--- src/rtl/if_fetch_stage.sv ---
// ---------------------------------------------------------------------------
// if_fetch_stage
//   Instruction-fetch stage and IF/ID pipeline register. Owns the PC, drives a
//   ready-handshaked instruction-memory port, parks a fetched word in a
//   one-entry skid buffer while the pipeline is frozen, and redirects on taken
//   branches. A response already in flight when a branch resolves is dropped.
//
//   Optional build macro: IF_PERF_CNT_EN adds perf_fetch_cnt / perf_stall_cnt.
//
// Ports
//   clk            in   system clock, all state on posedge
//   rst            in   asynchronous, active-low reset
//   hazard_detect  in   ID hazard; freeze PC and IF/ID
//   mem_freeze     in   global memory stall; freeze the whole stage
//   branch_taken   in   taken branch resolved in EXE
//   branch_addr    in   branch target
//   imem_req       out  fetch request, held until imem_ready
//   imem_addr      out  fetch address (= pc)
//   imem_ready     in   imem_rdata valid this cycle
//   imem_rdata     in   fetched instruction
//   if_id_valid    out  IF/ID holds a real instruction
//   if_id_pc       out  fetch PC + 4 of the held instruction
//   if_id_instr    out  held instruction, 0 when invalid
//   perf_fetch_cnt out  (IF_PERF_CNT_EN) instructions written to IF/ID
//   perf_stall_cnt out  (IF_PERF_CNT_EN) stalled cycles outside DROP
// ---------------------------------------------------------------------------
module if_fetch_stage #(
  parameter int unsigned          ADDR_W   = 32,
  parameter int unsigned          INSTR_W  = 32,
  parameter logic [ADDR_W-1:0]    RESET_PC = '0
) (
  input  logic               clk,
  input  logic               rst,
  input  logic               hazard_detect,
  input  logic               mem_freeze,
  input  logic               branch_taken,
  input  logic [ADDR_W-1:0]  branch_addr,
  output logic               imem_req,
  output logic [ADDR_W-1:0]  imem_addr,
  input  logic               imem_ready,
  input  logic [INSTR_W-1:0] imem_rdata,
  output logic               if_id_valid,
  output logic [ADDR_W-1:0]  if_id_pc,
  output logic [INSTR_W-1:0] if_id_instr
`ifdef IF_PERF_CNT_EN
  ,
  output logic [31:0]        perf_fetch_cnt,
  output logic [31:0]        perf_stall_cnt
`endif
);

  typedef enum logic [1:0] {
    ST_FETCH = 2'd0,
    ST_HOLD  = 2'd1,
    ST_DROP  = 2'd2
  } state_t;

  state_t             state, state_nxt;
  logic [ADDR_W-1:0]  pc, pc_nxt;
  logic [ADDR_W-1:0]  redir, redir_nxt;
  logic [INSTR_W-1:0] skid, skid_nxt;
  logic               req_nxt;
  logic               valid_nxt;
  logic [ADDR_W-1:0]  id_pc_nxt;
  logic [INSTR_W-1:0] id_instr_nxt;

  logic stall;
  logic branch_eff;

  // mem_freeze masks branches; hazard alone still lets branches through.
  assign stall      = hazard_detect | mem_freeze;
  assign branch_eff = branch_taken & ~mem_freeze;

  assign imem_addr = pc;

  // Next-state and register-update logic.
  always_comb begin
    state_nxt    = state;
    pc_nxt       = pc;
    redir_nxt    = redir;
    skid_nxt     = skid;
    valid_nxt    = if_id_valid;
    id_pc_nxt    = if_id_pc;
    id_instr_nxt = if_id_instr;

    if (branch_eff) begin
      valid_nxt    = 1'b0;
      id_pc_nxt    = '0;
      id_instr_nxt = '0;
    end

    unique case (state)
      ST_FETCH: begin
        if (branch_eff) begin
          if (imem_ready) begin
            pc_nxt = branch_addr;
          end else begin
            redir_nxt = branch_addr;
            state_nxt = ST_DROP;
          end
        end else if (imem_ready) begin
          pc_nxt = pc + ADDR_W'(4);
          if (stall) begin
            skid_nxt  = imem_rdata;
            state_nxt = ST_HOLD;
          end else begin
            valid_nxt    = 1'b1;
            id_pc_nxt    = pc + ADDR_W'(4);
            id_instr_nxt = imem_rdata;
          end
        end
      end

      ST_HOLD: begin
        // pc already advanced past the skid word, so it equals skid PC + 4.
        if (branch_eff) begin
          skid_nxt  = '0;
          pc_nxt    = branch_addr;
          state_nxt = ST_FETCH;
        end else if (!stall) begin
          valid_nxt    = 1'b1;
          id_pc_nxt    = pc;
          id_instr_nxt = skid;
          state_nxt    = ST_FETCH;
        end
      end

      ST_DROP: begin
        // Latest branch wins; the stale response is discarded on arrival.
        if (branch_eff) begin
          redir_nxt = branch_addr;
        end
        if (imem_ready) begin
          pc_nxt    = branch_eff ? branch_addr : redir;
          state_nxt = ST_FETCH;
        end
      end

      default: begin
        state_nxt = ST_FETCH;
      end
    endcase

    req_nxt = (state_nxt != ST_HOLD);
  end

  // State and pipeline registers.
  always_ff @(posedge clk or negedge rst) begin
    if (!rst) begin
      state       <= ST_FETCH;
      pc          <= RESET_PC;
      redir       <= '0;
      skid        <= '0;
      imem_req    <= 1'b1;
      if_id_valid <= 1'b0;
      if_id_pc    <= '0;
      if_id_instr <= '0;
    end else begin
      state       <= state_nxt;
      pc          <= pc_nxt;
      redir       <= redir_nxt;
      skid        <= skid_nxt;
      imem_req    <= req_nxt;
      if_id_valid <= valid_nxt;
      if_id_pc    <= id_pc_nxt;
      if_id_instr <= id_instr_nxt;
    end
  end

`ifdef IF_PERF_CNT_EN
  logic fetch_load;

  // Instruction written into IF/ID from memory or from the skid buffer.
  assign fetch_load = ~branch_eff &
                      (((state == ST_FETCH) & imem_ready & ~stall) |
                       ((state == ST_HOLD) & ~stall));

  // Free-running performance counters.
  always_ff @(posedge clk or negedge rst) begin
    if (!rst) begin
      perf_fetch_cnt <= '0;
      perf_stall_cnt <= '0;
    end else begin
      if (fetch_load) begin
        perf_fetch_cnt <= perf_fetch_cnt + 32'd1;
      end
      if (stall && (state != ST_DROP)) begin
        perf_stall_cnt <= perf_stall_cnt + 32'd1;
      end
    end
  end
`endif

endmodule

--- config.mk ---
export PLATFORM = sky130hd
export DESIGN_NAME = if_fetch_stage
export DESIGN_NICKNAME = d
export VERILOG_FILES = /design/src/rtl/if_fetch_stage.sv
export SDC_FILE = /design/constraint.sdc
export NUM_CORES = 1
export LEC_CHECK = 0
export CAP_MARGIN = 40
export CORE_ASPECT_RATIO = 0.5
export CORE_MARGIN = 2
export CORE_UTILIZATION = 40
export DETAILED_ROUTE_END_ITERATION = 7
export HOLD_SLACK_MARGIN = 0.02
export REMOVE_ABC_BUFFERS = 1
export SETUP_SLACK_MARGIN = 0.3
export SLEW_MARGIN = 0
export SYNTH_ARGS = -nofsm -noshare
export SYNTH_HDL_FRONTEND = slang
export SYNTH_SLANG_ARGS = --single-unit
--- constraint.sdc ---
create_clock -name clk -period 3 [get_ports clk]
set_clock_uncertainty 0.05 [all_clocks]
set_input_delay 0.6 -clock clk [delete_from_list [all_inputs] [get_ports clk]]
set_output_delay 0.6 -clock clk [all_outputs]
set_load 0.02 [all_outputs]
# Word level (Yosys, flattened, before mapping)
# Index checks and enable logic that the tools add are counted.
[word_totals]
input_bits = 70
output_inout_bits = 98
wordCells = 72
reg_bits = 164
[classes]
muxes = 43
n_bitwise = 3
reduce_logical = 7
add_sub_neg = 1
n_eq_ne = 10
[ops]
columns = ["op", "count"]
rows = [
  ["$mux 32", 24],
  ["$pmux 32 s2", 4],
  ["$pmux 32 s3", 1],
  ["$add 32x3->32 const B", 1],
  ["$mux 2", 7],
  ["$ne 2x2->1 const B", 7],
  ["$pmux 2 s3", 1],
  ["$mux 1", 5],
  ["$reduce_and 5->1", 1],
  ["$reduce_and 4->1", 1],
  ["$reduce_bool 2->1", 2],
  ["$reduce_and 3->1", 1],
  ["$reduce_bool 3->1", 1],
  ["$eq 2x1->1 const B", 1],
  ["$eq 2x2->1 const B", 1],
  ["$logic_not 2->1", 1],
  ["$ne 2x1->1 const B", 1],
  ["$pmux 1 s2", 1],
  ["$and 1x1->1", 1],
  ["$not 1->1", 1],
  ["$or 1x1->1", 1],
]

# Depth between registers and ports, before layout
# Gate-level depths: netlist of the first run.
[logic_depth]
depth_word = 7
ltp_mapped = 11
ltp_nobuf = 7

# Worst setup path before layout of the first run
# Ideal clock, no wire load.
[synth_timing]
kind = "register to register"
startpoint = "reg pc[2] (netlist: imem_addr[2])"
endpoint = "reg if_id_pc[20]"
path_slack_ns = 0.847
arrival_ns = 2.017
path_buffers = 0
synth_period_minus_slack_ns = 2.153
path_stages_with_launch = 7
setup_time_ns = 0.087
path_cell_list = "dfrtp_1 -> ha_1 -> nand3_2 -> nor4_4 -> nand4_1 -> or3_1 -> o211ai_1"
[synth_via]
elab_chain_len = 5
[synth_rtl]
columns = ["item", "line_no", "source"]
rows = [
  ["start: declaration", "59", "logic [ADDR_W-1:0] pc, pc_nxt;"],
  ["start signal: assignment", "160", "pc <= pc_nxt;"],
  ["$add 32x3->32", "108", "id_pc_nxt = pc + ADDR_W'(4);"],
  ["$mux 32", "103", "if (stall) begin"],
  ["$mux 32", "101", "end else if (imem_ready) begin"],
  ["$mux 32", "94", "if (branch_eff) begin"],
  ["$pmux 32 s2", "92", "unique case (state)"],
  ["via id_pc_nxt[20]", "64", "logic [ADDR_W-1:0] id_pc_nxt;"],
  ["end signal: assignment", "165", "if_id_pc <= id_pc_nxt;"],
  ["end: declaration", "43", "output logic [ADDR_W-1:0] if_id_pc,"],
]
# The timed path passes the listed nets, and every way through them passes these cells.
# A chain may end at the register's enable or synchronous reset.

# Worst setup path after layout of the first run
[layout_timing]
startpoint = "reg pc[3] (netlist: imem_addr[3])"
endpoint = "reg pc[22] (netlist: imem_addr[22])"
[layout_via]
elab_chain_len = 4
[layout_rtl]
columns = ["item", "line_no", "source"]
rows = [
  ["$add 32x3->32", "102", "pc_nxt = pc + ADDR_W'(4);"],
  ["$mux 32", "101", ""],
  ["$mux 32", "94", ""],
  ["$pmux 32 s3", "92", ""],
]
# Every way passes these cells. The select of a mux whose other input is x is not followed.

==> results of run 1 <==
-- flip-flops by register name, indices dropped and copies added (netlist names) --
register and cells:
if_id_valid 1, if_id_instr 32, state 2, skid 32, imem_req 1, if_id_pc 32
redir 32, imem_addr 32
-- per-stage QoR --
step                hold slack [ns]  setup WS (ns)  setup TNS [ns]
finish                        0.159          0.515               0
global route                  0.209          0.382               0
CTS                           0.174          0.514               0
detailed placement            0.419          0.258               0
global placement              0.414          0.197               0
floorplan                     0.254          -1.67         -155.26
-- how the worst max path moves through the flow --
| stage | start | end | slack [ns] | depth (start not counted) |
|---|---|---|---|---|
| after floorplan | mem_freeze | redir[0]$_DFFE_PN0P_ | -1.67 | 3 |
| after global placement | mem_freeze | imem_addr[17]$_DFFE_PN0P_ | 0.20 | 7 |
| after detailed placement | hazard_detect | if_id_pc[23]$_DFF_PN0_ | 0.26 | 7 |
| after CTS | state[1]$_DFF_PN0_ | imem_addr[16]$_DFFE_PN0P_ | 0.51 | 6 |
| after global routing | state[0]$_DFF_PN0_ | if_id_pc[23]$_DFF_PN0_ | 0.38 | 8 |
| final | imem_addr[3]$_DFFE_PN0P_ | imem_addr[22]$_DFFE_PN0P_ | 0.52 | 7 |
-- routing by layer --
| layer | vias to the layer above | routed length [um] |
|---|---|---|
| met4 | 0 | 447 |
| met1 | 3951 | 12900 |
| met3 | 33 | 1460 |
| li1 | 3610 | - |
| met5 | - | 0 |
| met2 | 263 | 12500 |
-- worst max-delay path, stage by stage (launching register included) --
cell and delay [ns]:
dfrtp_1 0.49, ha_1 0.34, nand3_2 0.29, nor4_4 0.35, buf_4 0.25, nand3_1 0.16
a31o_2 0.27, a22o_1 0.17
-- logic make-up after synthesis --
family | after synthesis
AO/OA/AOI/OAI | 303
AND/OR/NAND/NOR | 226
flip-flops | 164
buffers and inverters | 117
multiplexers | 46
XOR/XNOR | 8
adder cells (fa/ha/maj) | 5
-- layout make-up --
type | instances | area [um^2] | area share [%]
clock buffer | 17 | 425 | 3.77
sequential | 164 | 4110 | 36.4
inverter | 44 | 169 | 1.50
tap | 273 | 342 | 3.03
timing repair buffer | 207 | 2070 | 18.4
multi-input combinational | 588 | 4040 | 35.8
clock inverter | 15 | 135 | 1.20
-- timing repair --
action	in CTS	in global routing
resized for setup	0	1
endpoints found under the hold margin	0	0
endpoints found under the setup margin	0	1
-- cells in the final DEF (no fill, tap or decap), types with 17 or more instances in the layout --
cell type	Yosys	layout
inv_1	42	42
a22o_1	46	46
dfrtp_1	163	163
o21ai_0	54	54
clkbuf_16	0	17
buf_4	3	32
a222oi_1	32	32
clkdlybuf4s50_1	0	166
a21oi_1	44	44
nand3_1	24	24
mux2_2	34	34
nor2_1	43	42
nand2_1	94	94
-- where the power goes --
part	total [mW]	internal, mW	switching [mW]
clock	2.14	1.10	1.04
sequential	3.94	3.10	0.844
combinational	4.90	2.30	2.60
==> flow_summary.toml, run 1 <==
[grt]
overflow = 0
busiest_layer = "met2"
grt_pass1_vias = 7559
met1_usage_pct = 35.3
antenna_found_initial = 0
grt_max_degree = 77
use_met2_pct = 36.8
track_usage_pct = 24.3
grt_pass1_wl_um = 42600
grtUsageMet3_pct = 4.17

[clocking]
cts_tree = "yes"
clk_path_buf_depth = 2
post_cts_buffers = 0
htree_levels = 4
clock_latency_ns = 0.45
clock_sinks = 164
hold_buffers = 0
clk_pin_slew_ns = 0.07
cts_root_buf = "clkbuf_16"
cts_buffers = 17

[worst_setup_path]
worstPathRequired_ns = 3.28
reg2reg_slack_ns = 0.52
rr_worst_depth = 7
reg2reg_to = "imem_addr[22]$_DFFE_PN0P_"
arrival_ns = 2.77
cp-start-kind = "flop"
endpoint_kind = "flop"
path_max_fanout = 13
crit_type = "flop to flop"
rr_startpoint = "imem_addr[3]$_DFFE_PN0P_"

[synthesis]
synthFlopType = "dfrtp_1"
synthArstFlopShare_pct = 100
synth_top_family_by_area = "compound AO/OA/AOI/OAI gates"
synth_most_common_cell = "dfrtp_1"
synth-compound-area-share_pct = 25.9
yosysTopAreaCell = "dfrtp_1"
syn_area_um2 = 8590
synthAdderAreaFrac_pct = 0.729
synth_top_cell_area_share_pct = 47.5
synth-simple-area-share_pct = 13.2
synth_edf_count = 0
syn-instance-count = 869
synthDistinctLibCells = 70
synth_seq_cells = 164
synthTopCellsByCount = "dfrtp_1, nand2_1, o21ai_0"
ys_warn_count = 0
synth.area.top_cells = "dfrtp_1, a22o_1, mux2_2, nand2_1, a222oi_1"
synth-xor-area-share_pct = 0.816
ys_seq_area_share_pct = 47.8
synth.area.mux_share_pct = 5.86
synth_area_per_cell_um2 = 9.88

[sta]
report.final.hold_viol_count = 0
worst_slew_pin_slew_ns = 0.751
finalCritPeriodShare_pct = 82.8
maxSlewViolCount = 0
fin_crit_ns = 2.48
rsz0062_at_grt = "false"
finalSetupViolations = 0
fmax_ghz = 0.402
relSlewSlack_pct = 49.9

[cells_and_area]
fillers = 1885
nets = 1097
drive_gt1_share_pct = 12.9
diodes = 0
syn_to_final_growth_pct = 31.5
finalInstanceArea_um2 = 11300
fin_util_pct = 54.3
final_cells = 1308

[route]
drtIter0Drc = 709
route.detailed.vias_per_inst = 6.01
ant_nets = 0
drt_pass1_iterations = 5
wl_per_cell_um = 20.9
wl_um = 27300
vias = 7857
drc = 0

[job]
cap_violations = 0

[placed_design]
gp_congestion = 0.836
dp.cells = 1276
placed_area_um2 = 10700
dpl.hpwl_um = 18300
io_buffers = 167

[power_and_ir_drop]
leakage_nw = 4.98
peakVddDrop_mv = 0.444
fin_total_pwr_mw = 11.0
power_density_nw_per_um2 = 972

[die]
start_util_pct = 41.3
die_y_um = 108
die_area_um2 = 22700
num_rows = 37
die_w_um = 211
ios = 168
coreArea_um2 = 20800

[min_path]
hp-class = "input port to asynchronous set/reset pin"

[status]
status = "finished, final reports clean"
Power figures use the tool's default switching activity.
==> run 2: changes to the inputs <==
--- a/config.mk
+++ b/config.mk
@@ -11,6 +11,7 @@
 export CORE_UTILIZATION = 40
 export DETAILED_ROUTE_END_ITERATION = 7
 export HOLD_SLACK_MARGIN = 0.02
+export PLACE_DENSITY = 0.67
 export REMOVE_ABC_BUFFERS = 1
 export SETUP_SLACK_MARGIN = 0.3
 export SLEW_MARGIN = 0
==> constraint.sdc (replaced) <==
create_clock -name clk -period 2.2 [get_ports clk]
set_clock_uncertainty 0.05 [all_clocks]
set_input_delay 0.44 -clock clk [delete_from_list [all_inputs] [get_ports clk]]
set_output_delay 0.44 -clock clk [all_outputs]
set_load 0.02 [all_outputs]
==> run 2 against run 1 <==
Effect of this change:
- the run now ends with DRC left
- combinational power rose by 92%
- clock power up 34%
- first-iteration DRC count is 65% higher
- critical endpoint is now redir[21]$_DFFE_PN0P_
- die area stayed put
- core utilization up 12 points
==> flow_summary.toml, run 2 (synthesis gave the netlist of run 1 again) <==
[cells_and_area]
syn_to_final_growth_pct = 60.1
layout_commonest_cell = "dfrtp_1"
fillers = 1546
nets = 1244
drive_gt1_share_pct = 30.1
finalInstanceArea_um2 = 13700
layout_common_cells = "dfrtp_1, buf_4, nand2_1"
fin_util_pct = 66.1
diodes = 0

[route]
vias = 8841
route.detailed.vias_per_inst = 6.08
drc = 14
wl_um = 32700
drt_pass1_iterations = 8
ant_nets = 0
wl_per_cell_um = 22.5
drtIter0Drc = 1167

[min_path]
hp-class = "flop to flop"

[worst_setup_path]
worstPathRequired_ns = 2.46
cpMaxStageDelayCell = "clkdlybuf4s50_1"
crit_chain = "clkdlybuf4s50_1 -> nor2b_4 -> buf_4 -> buf_4 -> o21ai_4 -> buf_6 -> buf_12 -> buf_12 -> mux2_4"
crit_type = "input port to flop"
arrival_ns = 2.38
critPathMaxStageDelay_ns = 0.69
critPathTopFamily = "buffers and inverters"
path_max_fanout = 7
cp-start-kind = "input port"
endpoint_kind = "flop"
path_buf_inv = 6

[sta]
fin_crit_ns = 2.12
fin_setup_tns_ns = 0
rsz0062_at_grt = "true"
fmax_ghz = 0.472
fin_ws_ns = 0.0799
relSlewSlack_pct = 65.8
worst_slew_pin_slew_ns = 0.509
finalSetupViolations = 0
report.final.hold_viol_count = 0
finalCritPeriodShare_pct = 96.4
maxSlewViolCount = 0

[clocking]
cts_root_buf = "clkbuf_16"
cts_tree = "yes"
clk_pin_slew_ns = 0.07
clock_sinks = 164
htree_levels = 4
clock_latency_ns = 0.43
clk_path_buf_depth = 2
cts_buffers = 17

[grt]
grt_pass1_vias = 8606
grt_pass1_wl_um = 47900
grt_max_degree = 51
antenna_found_initial = 0
track_usage_pct = 27.5
overflow = 0

[power_and_ir_drop]
power_density_nw_per_um2 = 1270
leakage_nw = 6.95
peakVddDrop_mv = 0.604
fin_total_pwr_mw = 17.4

[die]
die_y_um = 108
num_rows = 37
die_w_um = 211
start_util_pct = 41.3
ios = 168
die_area_um2 = 22700
coreArea_um2 = 20800

[placed_design]
pre_cts_ws_ns = -0.340
placed_area_um2 = 11500
gp_congestion = 0.845
dpl.hpwl_um = 19300
io_buffers = 167

[status]
failed_checks = "DRC"
status = "finished, violations left"

[job]
cap_violations = 0
-- run 2: cell types whose count changed in the layout (fill, tap and decap cells not counted), sizes merged --
| cell | before | now |
|---|---|---|
| clkinv | 4 | 7 |
| clkbuf | 17 | 23 |
| inv | 52 | 48 |
| buf | 41 | 181 |
| bufbuf | 0 | 2 |
| clkdlybuf4s50 | 166 | 69 |
| clkinvlp | 3 | 2 |
| dlygate4sd3 | 0 | 1 |
| dlygate4sd2 | 0 | 68 |
| dlymetal6s2s | 0 | 28 |
-- run 2: where the power goes --
part	total, mW	internal, mW	switching (mW)
Sequential	5.19	4.23	0.958
Combinational	9.39	4.63	4.77
Clock	2.86	1.49	1.37
Total	17.4	10.3	7.10
-- run 2: layout make-up --
type	count	area (um^2)	share of cell area [%]
flip-flops and latches	164	4110	29.9
clock inverters	13	98.8	0.719
well taps	273	342	2.48
repair buffers	354	3910	28.4
inverters	44	171	1.25
clock buffers	18	439	3.19
multi-input cells	588	4680	34.1
-- run 2: repair_timing --
action / in CTS / in global routing
setup endpoints to repair: 223 / 171
gates resized for setup: 208 / 108
pin swaps: 45 / 44
hold buffers: 1 / 0
gates cloned: 12 / 4
setup buffers: 38 / 19
hold endpoints to repair: 43 / 0
-- run 2: stage by stage --
stage,cells,hold slack [ns]
2_1_floorplan,796,0.0944
3_3_place_gp,1349,0.372
3_5_place_dp,1349,0.372
4_1_cts,1431,0.440
5_1_grt,1454,0.464
6_report,1454,0.436
-- run 2: worst paths after layout --
| check | from | to | slack, ns | cells after the start |
|---|---|---|---|---|
| max | imem_ready | redir[21]$_DFFE_PN0P_ | 0.08 | 9 |
| min | if_id_valid$_DFF_PN0_ | if_id_valid$_DFF_PN0_ | 0.44 | 1 |
| max reg2reg | state[0]$_DFF_PN0_ | redir[21]$_DFFE_PN0P_ | 0.10 | 10 |
| min reg2reg | if_id_valid$_DFF_PN0_ | if_id_valid$_DFF_PN0_ | 0.44 | 1 |
| max in group asynchronous | rst | if_id_instr[2]$_DFF_PN0_ | 0.96 | 3 |
| min in group asynchronous | rst | imem_addr[29]$_DFFE_PN0P_ | 0.48 | 2 |
-- run 2: routing by layer --
layer  GRT usage [%]  vias up  wire length, um
li1                -     3899                -
met1            37.5     4408            14000
met2            42.4      472            15100
met3            7.44       62             2920
met4            8.95        0              673
met5               0        -                0
